[config.mk]
export PLATFORM = sky130hd
export DESIGN_NAME = flash_rd_arbiter
export DESIGN_NICKNAME = d
export VERILOG_FILES = /design/src/rtl/flash_arb_defs_pkg.sv /design/src/rtl/flash_arb_pick.sv /design/src/rtl/flash_rd_arbiter.sv
export SDC_FILE = /design/constraint.sdc
export NUM_CORES = 1
export LEC_CHECK = 0
export CAP_MARGIN = 20
export CORE_ASPECT_RATIO = 0.7
export CORE_MARGIN = 1.5
export CORE_UTILIZATION = 49
export CTS_BUF_LIST = sky130_fd_sc_hd__clkbuf_8 sky130_fd_sc_hd__clkbuf_16
export CTS_CLUSTER_SIZE = 12
export DETAILED_ROUTE_END_ITERATION = 6
export GPL_TIMING_DRIVEN = 0
export MAX_ROUTING_LAYER = met4
export PLACE_DENSITY = 0.86
export SLEW_MARGIN = 20
export SYNTH_ARGS = -nofsm -noshare
export SYNTH_HDL_FRONTEND = slang
export SYNTH_SLANG_ARGS = --single-unit
[constraint.sdc]
create_clock -name clk -period 5.7 [get_ports clk]
set_input_delay 0.57 -clock clk [delete_from_list [all_inputs] [get_ports clk]]
set_output_delay 0.57 -clock clk [all_outputs]
set_load 0.02 [all_outputs]
[src/rtl/flash_arb_defs_pkg.sv]
// Shared definitions for the flash read arbiter: FSM encodings, abort data and port indices.
package flash_arb_defs;

  typedef enum logic [1:0] {
    StIdle  = 2'd0,
    StIssue = 2'd1,
    StResp  = 2'd2
  } state_e;

  // Read data returned to a requester whose transaction was aborted by the timeout.
  localparam logic [31:0] ERR_RDATA = 32'hFFFF_FFFF;

  localparam logic P0 = 1'b0;
  localparam logic P1 = 1'b1;

endpackage

[src/rtl/flash_arb_pick.sv]
// Combinational winner selection: burst continuation for the current owner, otherwise
// round-robin on a tie, otherwise the single requesting port.
module flash_arb_pick
  import flash_arb_defs::*;
(
  input  logic m0_valid_i,
  input  logic m1_valid_i,
  input  logic owner_i,
  input  logic seq_hit_i,       // owner's address is last granted word + 1
  input  logic burst_lt_max_i,  // burst_cnt < BURST_MAX
  output logic grant_valid_o,
  output logic grant_idx_o,
  output logic burst_continue_o
);

  logic owner_valid;

  // Priority: burst continue, then alternate on a tie, then whichever port is requesting.
  always_comb begin
    owner_valid      = (owner_i == P0) ? m0_valid_i : m1_valid_i;
    burst_continue_o = owner_valid && seq_hit_i && burst_lt_max_i;
    grant_valid_o    = m0_valid_i || m1_valid_i;
    if (burst_continue_o) begin
      grant_idx_o = owner_i;
    end else if (m0_valid_i && m1_valid_i) begin
      grant_idx_o = ~owner_i;
    end else if (m0_valid_i) begin
      grant_idx_o = P0;
    end else begin
      grant_idx_o = P1;
    end
  end

endmodule

[src/rtl/flash_rd_arbiter.sv]
// Two-port arbiter in front of the spimemio read port. One flash transaction at a time,
// round-robin with a bounded sequential-burst lock for continuous-read efficiency.
// Optional ISSUE timeout enabled by defining FLASH_RD_ARBITER_TIMEOUT_EN.
module flash_rd_arbiter
  import flash_arb_defs::*;
#(
  parameter int unsigned ADDR_W      = 24,
  parameter int unsigned BURST_MAX   = 4,
  parameter int unsigned TIMEOUT_CYC = 1023
) (
  input  logic              clk,
  input  logic              resetn,
  input  logic              m0_valid,
  input  logic [ADDR_W-1:0] m0_addr,
  output logic              m0_ready,
  output logic [31:0]       m0_rdata,
  input  logic              m1_valid,
  input  logic [ADDR_W-1:0] m1_addr,
  output logic              m1_ready,
  output logic [31:0]       m1_rdata,
  output logic              flash_valid,
  output logic [ADDR_W-1:0] flash_addr,
  input  logic              flash_ready,
  input  logic [31:0]       flash_rdata,
  output logic              owner,
  output logic              busy,
  output logic              timeout_err
);

  localparam int unsigned     WordW    = ADDR_W - 2;
  localparam logic [WordW-1:0] WordOne = WordW'(1);
  localparam logic [3:0]      BurstMax = 4'(BURST_MAX);

  state_e           state_q, state_d;
  logic             owner_q, owner_d;
  logic [WordW-1:0] last_word_q, last_word_d;
  logic [3:0]       burst_cnt_q, burst_cnt_d;
  logic [31:0]      m0_rdata_q, m0_rdata_d;
  logic [31:0]      m1_rdata_q, m1_rdata_d;

  logic [WordW-1:0] owner_word, grant_word;
  logic             seq_hit, grant_valid, grant_idx, burst_continue;

`ifdef FLASH_RD_ARBITER_TIMEOUT_EN
  localparam int unsigned    TmoW   = $clog2(TIMEOUT_CYC + 1);
  localparam logic [TmoW-1:0] TmoMax = TmoW'(TIMEOUT_CYC);
  localparam logic [TmoW-1:0] TmoOne = TmoW'(1);
  logic [TmoW-1:0] tmo_cnt_q, tmo_cnt_d;
  logic            tmo_err_q, tmo_err_d;
`else
  logic unused_tmo;
  assign unused_tmo = ^TIMEOUT_CYC;
`endif

  // Byte-lane bits never reach the flash; the port is word-addressed.
  logic unused_lanes;
  assign unused_lanes = ^{m0_addr[1:0], m1_addr[1:0]};

  // Sequential means exactly one word past the last grant, wrapping at the top of flash.
  assign owner_word = (owner_q == P0) ? m0_addr[ADDR_W-1:2] : m1_addr[ADDR_W-1:2];
  assign seq_hit    = (owner_word == last_word_q + WordOne);
  assign grant_word = (grant_idx == P0) ? m0_addr[ADDR_W-1:2] : m1_addr[ADDR_W-1:2];

  flash_arb_pick u_pick (
    .m0_valid_i       (m0_valid),
    .m1_valid_i       (m1_valid),
    .owner_i          (owner_q),
    .seq_hit_i        (seq_hit),
    .burst_lt_max_i   (burst_cnt_q < BurstMax),
    .grant_valid_o    (grant_valid),
    .grant_idx_o      (grant_idx),
    .burst_continue_o (burst_continue)
  );

  // Next-state: grant in IDLE, wait for flash (or timeout) in ISSUE, one-cycle RESP.
  always_comb begin
    state_d     = state_q;
    owner_d     = owner_q;
    last_word_d = last_word_q;
    burst_cnt_d = burst_cnt_q;
    m0_rdata_d  = m0_rdata_q;
    m1_rdata_d  = m1_rdata_q;
`ifdef FLASH_RD_ARBITER_TIMEOUT_EN
    tmo_cnt_d   = tmo_cnt_q;
    tmo_err_d   = 1'b0;
`endif
    unique case (state_q)
      StIdle: begin
        if (grant_valid) begin
          owner_d     = grant_idx;
          last_word_d = grant_word;
          burst_cnt_d = burst_continue ? burst_cnt_q + 4'd1 : 4'd1;
          state_d     = StIssue;
`ifdef FLASH_RD_ARBITER_TIMEOUT_EN
          tmo_cnt_d   = '0;
`endif
        end
      end
      StIssue: begin
        if (flash_ready) begin
          if (owner_q == P0) m0_rdata_d = flash_rdata;
          else               m1_rdata_d = flash_rdata;
          state_d = StResp;
        end
`ifdef FLASH_RD_ARBITER_TIMEOUT_EN
        else if (tmo_cnt_q == TmoMax) begin
          if (owner_q == P0) m0_rdata_d = ERR_RDATA;
          else               m1_rdata_d = ERR_RDATA;
          burst_cnt_d = 4'd0;
          tmo_err_d   = 1'b1;
          state_d     = StResp;
        end else begin
          tmo_cnt_d = tmo_cnt_q + TmoOne;
        end
`endif
      end
      StResp:  state_d = StIdle;
      default: state_d = StIdle;
    endcase
  end

  // State registers with synchronous active-low reset.
  always_ff @(posedge clk) begin
    if (!resetn) begin
      state_q     <= StIdle;
      owner_q     <= P1;
      last_word_q <= '0;
      burst_cnt_q <= 4'd0;
      m0_rdata_q  <= 32'h0;
      m1_rdata_q  <= 32'h0;
`ifdef FLASH_RD_ARBITER_TIMEOUT_EN
      tmo_cnt_q   <= '0;
      tmo_err_q   <= 1'b0;
`endif
    end else begin
      state_q     <= state_d;
      owner_q     <= owner_d;
      last_word_q <= last_word_d;
      burst_cnt_q <= burst_cnt_d;
      m0_rdata_q  <= m0_rdata_d;
      m1_rdata_q  <= m1_rdata_d;
`ifdef FLASH_RD_ARBITER_TIMEOUT_EN
      tmo_cnt_q   <= tmo_cnt_d;
      tmo_err_q   <= tmo_err_d;
`endif
    end
  end

  assign flash_valid = (state_q == StIssue);
  assign flash_addr  = {last_word_q, 2'b00};
  assign m0_ready    = (state_q == StResp) && (owner_q == P0);
  assign m1_ready    = (state_q == StResp) && (owner_q == P1);
  assign m0_rdata    = m0_rdata_q;
  assign m1_rdata    = m1_rdata_q;
  assign owner       = owner_q;
  assign busy        = (state_q == StIssue) || (state_q == StResp);
`ifdef FLASH_RD_ARBITER_TIMEOUT_EN
  assign timeout_err = tmo_err_q;
`else
  assign timeout_err = 1'b0;
`endif

endmodule

; Word-level counts from Yosys, hierarchy flattened
; Index checks and enable logic that the tools add are counted.
[word_totals]
output_inout_bits = 94
in_bits = 85
elab_cells = 37
regBits = 93
[classes]
bitwise = 1
order_cmp = 1
eq_ne = 5
n_reduce_logical = 12
n_mux = 10
addsub = 2
[op_table]
columns = cell, n
row1 = $mux 22, 2
row2 = $add 22x1->22 const B, 1
row3 = $eq 22x22->1, 1
row4 = $reduce_and 3->1, 2
row5 = $logic_and 1x1->1, 5
row6 = $add 4x1->4 const B, 1
row7 = $lt 4x3->1 const B, 1
row8 = $mux 1, 4
row9 = $mux 2, 2
row10 = $mux 4, 1
row11 = $pmux 2 s2, 1
row12 = $reduce_and 2->1, 2
row13 = $eq 2x1->1 const B, 1
row14 = $eq 2x2->1 const B, 1
row15 = $logic_not 2->1, 1
row16 = $logic_or 1x1->1, 2
row17 = $ne 2x1->1 const B, 1
row18 = $ne 2x2->1 const B, 1
row19 = $not 1->1, 1

; Logic depth before layout (Yosys ltp)
[depth]
word_depth = 6
mapped_depth = 12
depth_no_buf = 10

; Cells and area by module
; Synthesis repeated with hierarchy kept, for this count alone.
[hier_totals]
hier_cells = 565
hier_area_um2 = 4798.4
[by_module_without_submodules]
columns = module, seq_area_each_um2, n_inst, area_each_um2, cells_per_inst
row1 = flash_rd_arbiter, 1861.8, 1, 4742.0, 558
row2 = flash_arb_pick, 0.0, 1, 56.3, 7

; Worst setup path after synthesis
; Ideal clock, no wire load.
[synth_path]
kind = reg-to-reg
startpoint = register last_word_q[0]
endpoint = register last_word_q[20]
n_path_buf = 1
t_arrival_ns = 3.029
stages_incl_launch_ff = 12
required_ns = 5.576
setup_time_ns = 0.124
slack_ns = 2.546
synth_period_minus_slack_ns = 3.154
path_cell_list = dfxtp_1 > ha_1 > nand4_1 > nor4_2 > xnor2_1 > a2111oi_2 > o2111ai_1 > nor4_4 > a21oi_2 > a2111oi_4 > buf_6 > a211oi_2
[synth_between]
elab_chain_cells = 6
[synth_rtl]
columns = item, line_no
row1 = from (decl), flash_rd_arbiter.sv:36  ; logic [WordW-1:0] last_word_q, last_word_d;
row2 = from (signal assigned), flash_rd_arbiter.sv:138  ; last_word_q <= last_word_d;
row3 = $add 22x1->22, flash_rd_arbiter.sv:61  ; assign seq_hit = (owner_word == last_word_q + WordOne);
row4 = $eq 22x22->1, flash_rd_arbiter.sv:61
row5 = $logic_and 1x1->1 (2 in a row), flash_arb_pick.sv:21  ; burst_continue_o = owner_valid && seq_hit_i && burst_lt_max_i;
row6 = $mux 1, flash_arb_pick.sv:23  ; if (burst_continue_o) begin
row7 = $mux 22, flash_rd_arbiter.sv:62  ; assign grant_word = (grant_idx == P0) ? m0_addr[ADDR_W-1:2] : m1_addr[ADDR_W-1:2];
; Every way passes these cells.
; A chain may end at the register's enable or synchronous reset.

; Final worst setup path
[layout_path]
startpoint = register last_word_q[0]
endpoint = register last_word_q[1]
; The elaborated chain is that of the path after synthesis.

==> impl_metrics.ini <==
[status]
outcome = completed

[routing]
drt-pass1-iter-count = 5
viasPerCell = 5.559
drtIter0Drc = 478
vias = 5042
drcViolationCount = 0
post_drt_wl_per_cell_um = 17.57
wl_um = 15940
antenna_left = 0

[synth]
yosysWarnings = 0
syn_inst = 591
yosys.area_share.simple_pct = 18.92
synth-adder-area-share_pct = 1.270
synth_edf_count = 0
seq_area_frac_synth_pct = 37.79
yosysMostFrequentCell = nand2_1
syn_avg_cell_area_um2 = 8.337
yosys-mux-area-fraction_pct = 5.130
ys.flop_type = dfxtp_1
async_flop_share_pct = 0
synth_top_family_by_area = compound AO/OA/AOI/OAI gates
ys_top_cells_by_count = nand2_1, dfxtp_1, a21boi_0
yosys.area_share.xor_xnor_pct = 4.799
synth_area_leader_cell = dfxtp_1
ys_ff_latch = 93
syn-cell-area_um2 = 4927
yosys-top-cells-area = dfxtp_1, nand2_1, a21boi_0, a211oi_2, mux2i_1
synth_cell_types = 54
synth_compound_area_share_pct = 25.52
synth.top_cell.area_share_pct = 37.79

[sta]
fin_crit_sh_pct = 63.95
setup_violations = 0
fin_crit_ns = 3.645
report.final.slew_viol_count = 0
finClkSkew_ns = 0.008361
setup_tns_ns = 0
relSlewSlack_pct = 55.38
setup_ws_ns = 2.055
worstMarginPinSlew_ns = 0.6631
rsz0062_at_grt = false
clock.fmax_mhz = 274.4
hold_viol_final = 0

[clock_tree]
htree_levels = 3
post_cts_buffers = 0
clkTransAtPathRegs_ns = 0.07
insertion_delay_ns = 0.34
tritoncts = done
clkSinkCount = 93
cts_resized = 0
cts.path.max_buffers = 2
root_buffer = clkbuf_16
cts_buffers = 9
cts_hold_buf = 0

[placement]
gp_congestion = 0.8932
dp_hpwl_um = 12320
place_ws_ns = 1.804
io_buffers = 170
placed_cell_area_um2 = 6797

[global_route]
antenna_found_initial = 0
grt_max_degree = 17
gr-total-overflow = 0
track_usage_pct = 30.58
grt_pass1_wl_um = 24340
grt_pass1_vias = 4805

[critical_path]
critPathMaxStageDelay_ns = 0.49
critPathBufInv = 1
cpLargestDelayFamily = compound AO/OA/AOI/OAI gates
cp-end-kind = flop
arrival_ns = 3.86
worstPathRequired_ns = 5.91
critPathMaxFanout = 10
cp_cell_sequence = ha_1, nand4_1, or3_1, o211a_1, o31ai_1, o21ai_1, nor4_4, a21oi_2, a2111oi_4, buf_6, a211oi_2
worstSetupPathType = flop to flop
cp_slowest_cell = a2111oi_4
start_kind = flop

[die]
chipWidth_um = 122.9
start_util_pct = 50.68
die_y_um = 86.90
coreArea_um2 = 9722
ios = 179
die_area_um2 = 10680
rows = 30

[finish]
regArea_um2 = 1862
multi_input_area_um2 = 2753
drive_above_1_share_pct = 7.959
final_util_pct = 73.22
fin_area_um2 = 7118
final_nets = 864
syn_to_final_growth_pct = 44.46
n_antenna_cell = 0
num-fill-cells = 765

[pwr]
finalPower_uw = 1904
p_leak_uw = 0.002582
ir_drop_mv = 0.1620
p_per_area_nw_per_um2 = 267.5

[job]
max_cap_violations = 0

[hold_path]
hold_class = flop to flop
[worst paths after layout]
kind	startpoint	to	slack [ns]	cells past startpoint
worst min register to register	m0_rdata[13]	m0_rdata[13]	0.46	2
worst max register to register	last_word_q[0]	last_word_q[1]	2.06	11
worst max-delay path	last_word_q[0]	last_word_q[1]	2.06	11
worst min-delay path	m0_rdata[13]	m0_rdata[13]	0.46	2
[placed cells by master (no fill, tap or decap), types with 3 or more instances in the layout]
cell | Yosys | layout
dfxtp_1 | 93 | 93
nand3_1 | 10 | 10
nor2b_1 | 3 | 3
o21ai_0 | 27 | 27
conb_1 | 1 | 3
o31ai_1 | 3 | 3
buf_2 | 4 | 4
xor2_1 | 11 | 11
mux2i_1 | 20 | 20
nand4_1 | 12 | 12
nand2_1 | 139 | 139
a211oi_2 | 20 | 20
nor3_1 | 10 | 10
nor2_1 | 10 | 10
a21oi_1 | 27 | 27
clkdlybuf4s50_1 | 0 | 170
buf_4 | 3 | 3
a211oi_1 | 3 | 3
clkbuf_16 | 0 | 9
buf_6 | 6 | 6
ha_1 | 5 | 5
a21boi_0 | 66 | 66
xnor2_1 | 16 | 16
clkbuf_1 | 28 | 28
o21a_1 | 4 | 4
inv_1 | 28 | 29
[per-layer routing]
metal	GRT usage, %	part of all wire (%)
met2	47.78	46
met4	9.302	2.3
met5	-	0
met3	4.843	6.7
met1	40.90	45
[cell type report]
cell class | count | area share, %
Tap cell | 128 | 2.250
Buffer | 41 | 3.023
Clock inverter | 7 | 1.353
Multi-Input combinational cell | 431 | 38.67
Timing Repair Buffer | 170 | 23.91
Inverter | 28 | 1.477
Sequential cell | 93 | 26.16
Clock buffer | 9 | 3.164
[cell families (layout without fill, tap and decap cells)]
group                    count (synthesis)  after routing
multiplexers                            24             24
buffers and inverters                   69            255
AND/OR/NAND/NOR                        205            205
other                                    1              3
XOR/XNOR                                27             27
flip-flops                              93             93
adder cells (fa/ha/maj)                  5              5
AO/OA/AOI/OAI                          167            167
[flip-flops by register name (all words and copies together), names as in the netlist, named ones only]
register,count
m1_rdata,32
state_q,2
m0_rdata,32
last_word_q,22
burst_cnt_q,4
[power by group]
part / switching (uW) / internal (uW)
Sequential: 48.2 / 691
Clock: 267 / 386
Combinational: 276 / 236
[tightest hold or removal path, stage by stage, from the launching register on]
cell	delay, ns
dfxtp_1	0.31
nand2_1	0.05
a21boi_0	0.06
[through the flow]
step | hold slack [ns] | std cells
6_report | 0.4645 | 907
5_1_grt | 0.4853 | 907
4_1_cts | 0.4663 | 907
3_5_place_dp | 0.4573 | 891
3_3_place_gp | 0.4504 | 891
2_1_floorplan | 0.4379 | 593
(Power assumes the default switching activity.)
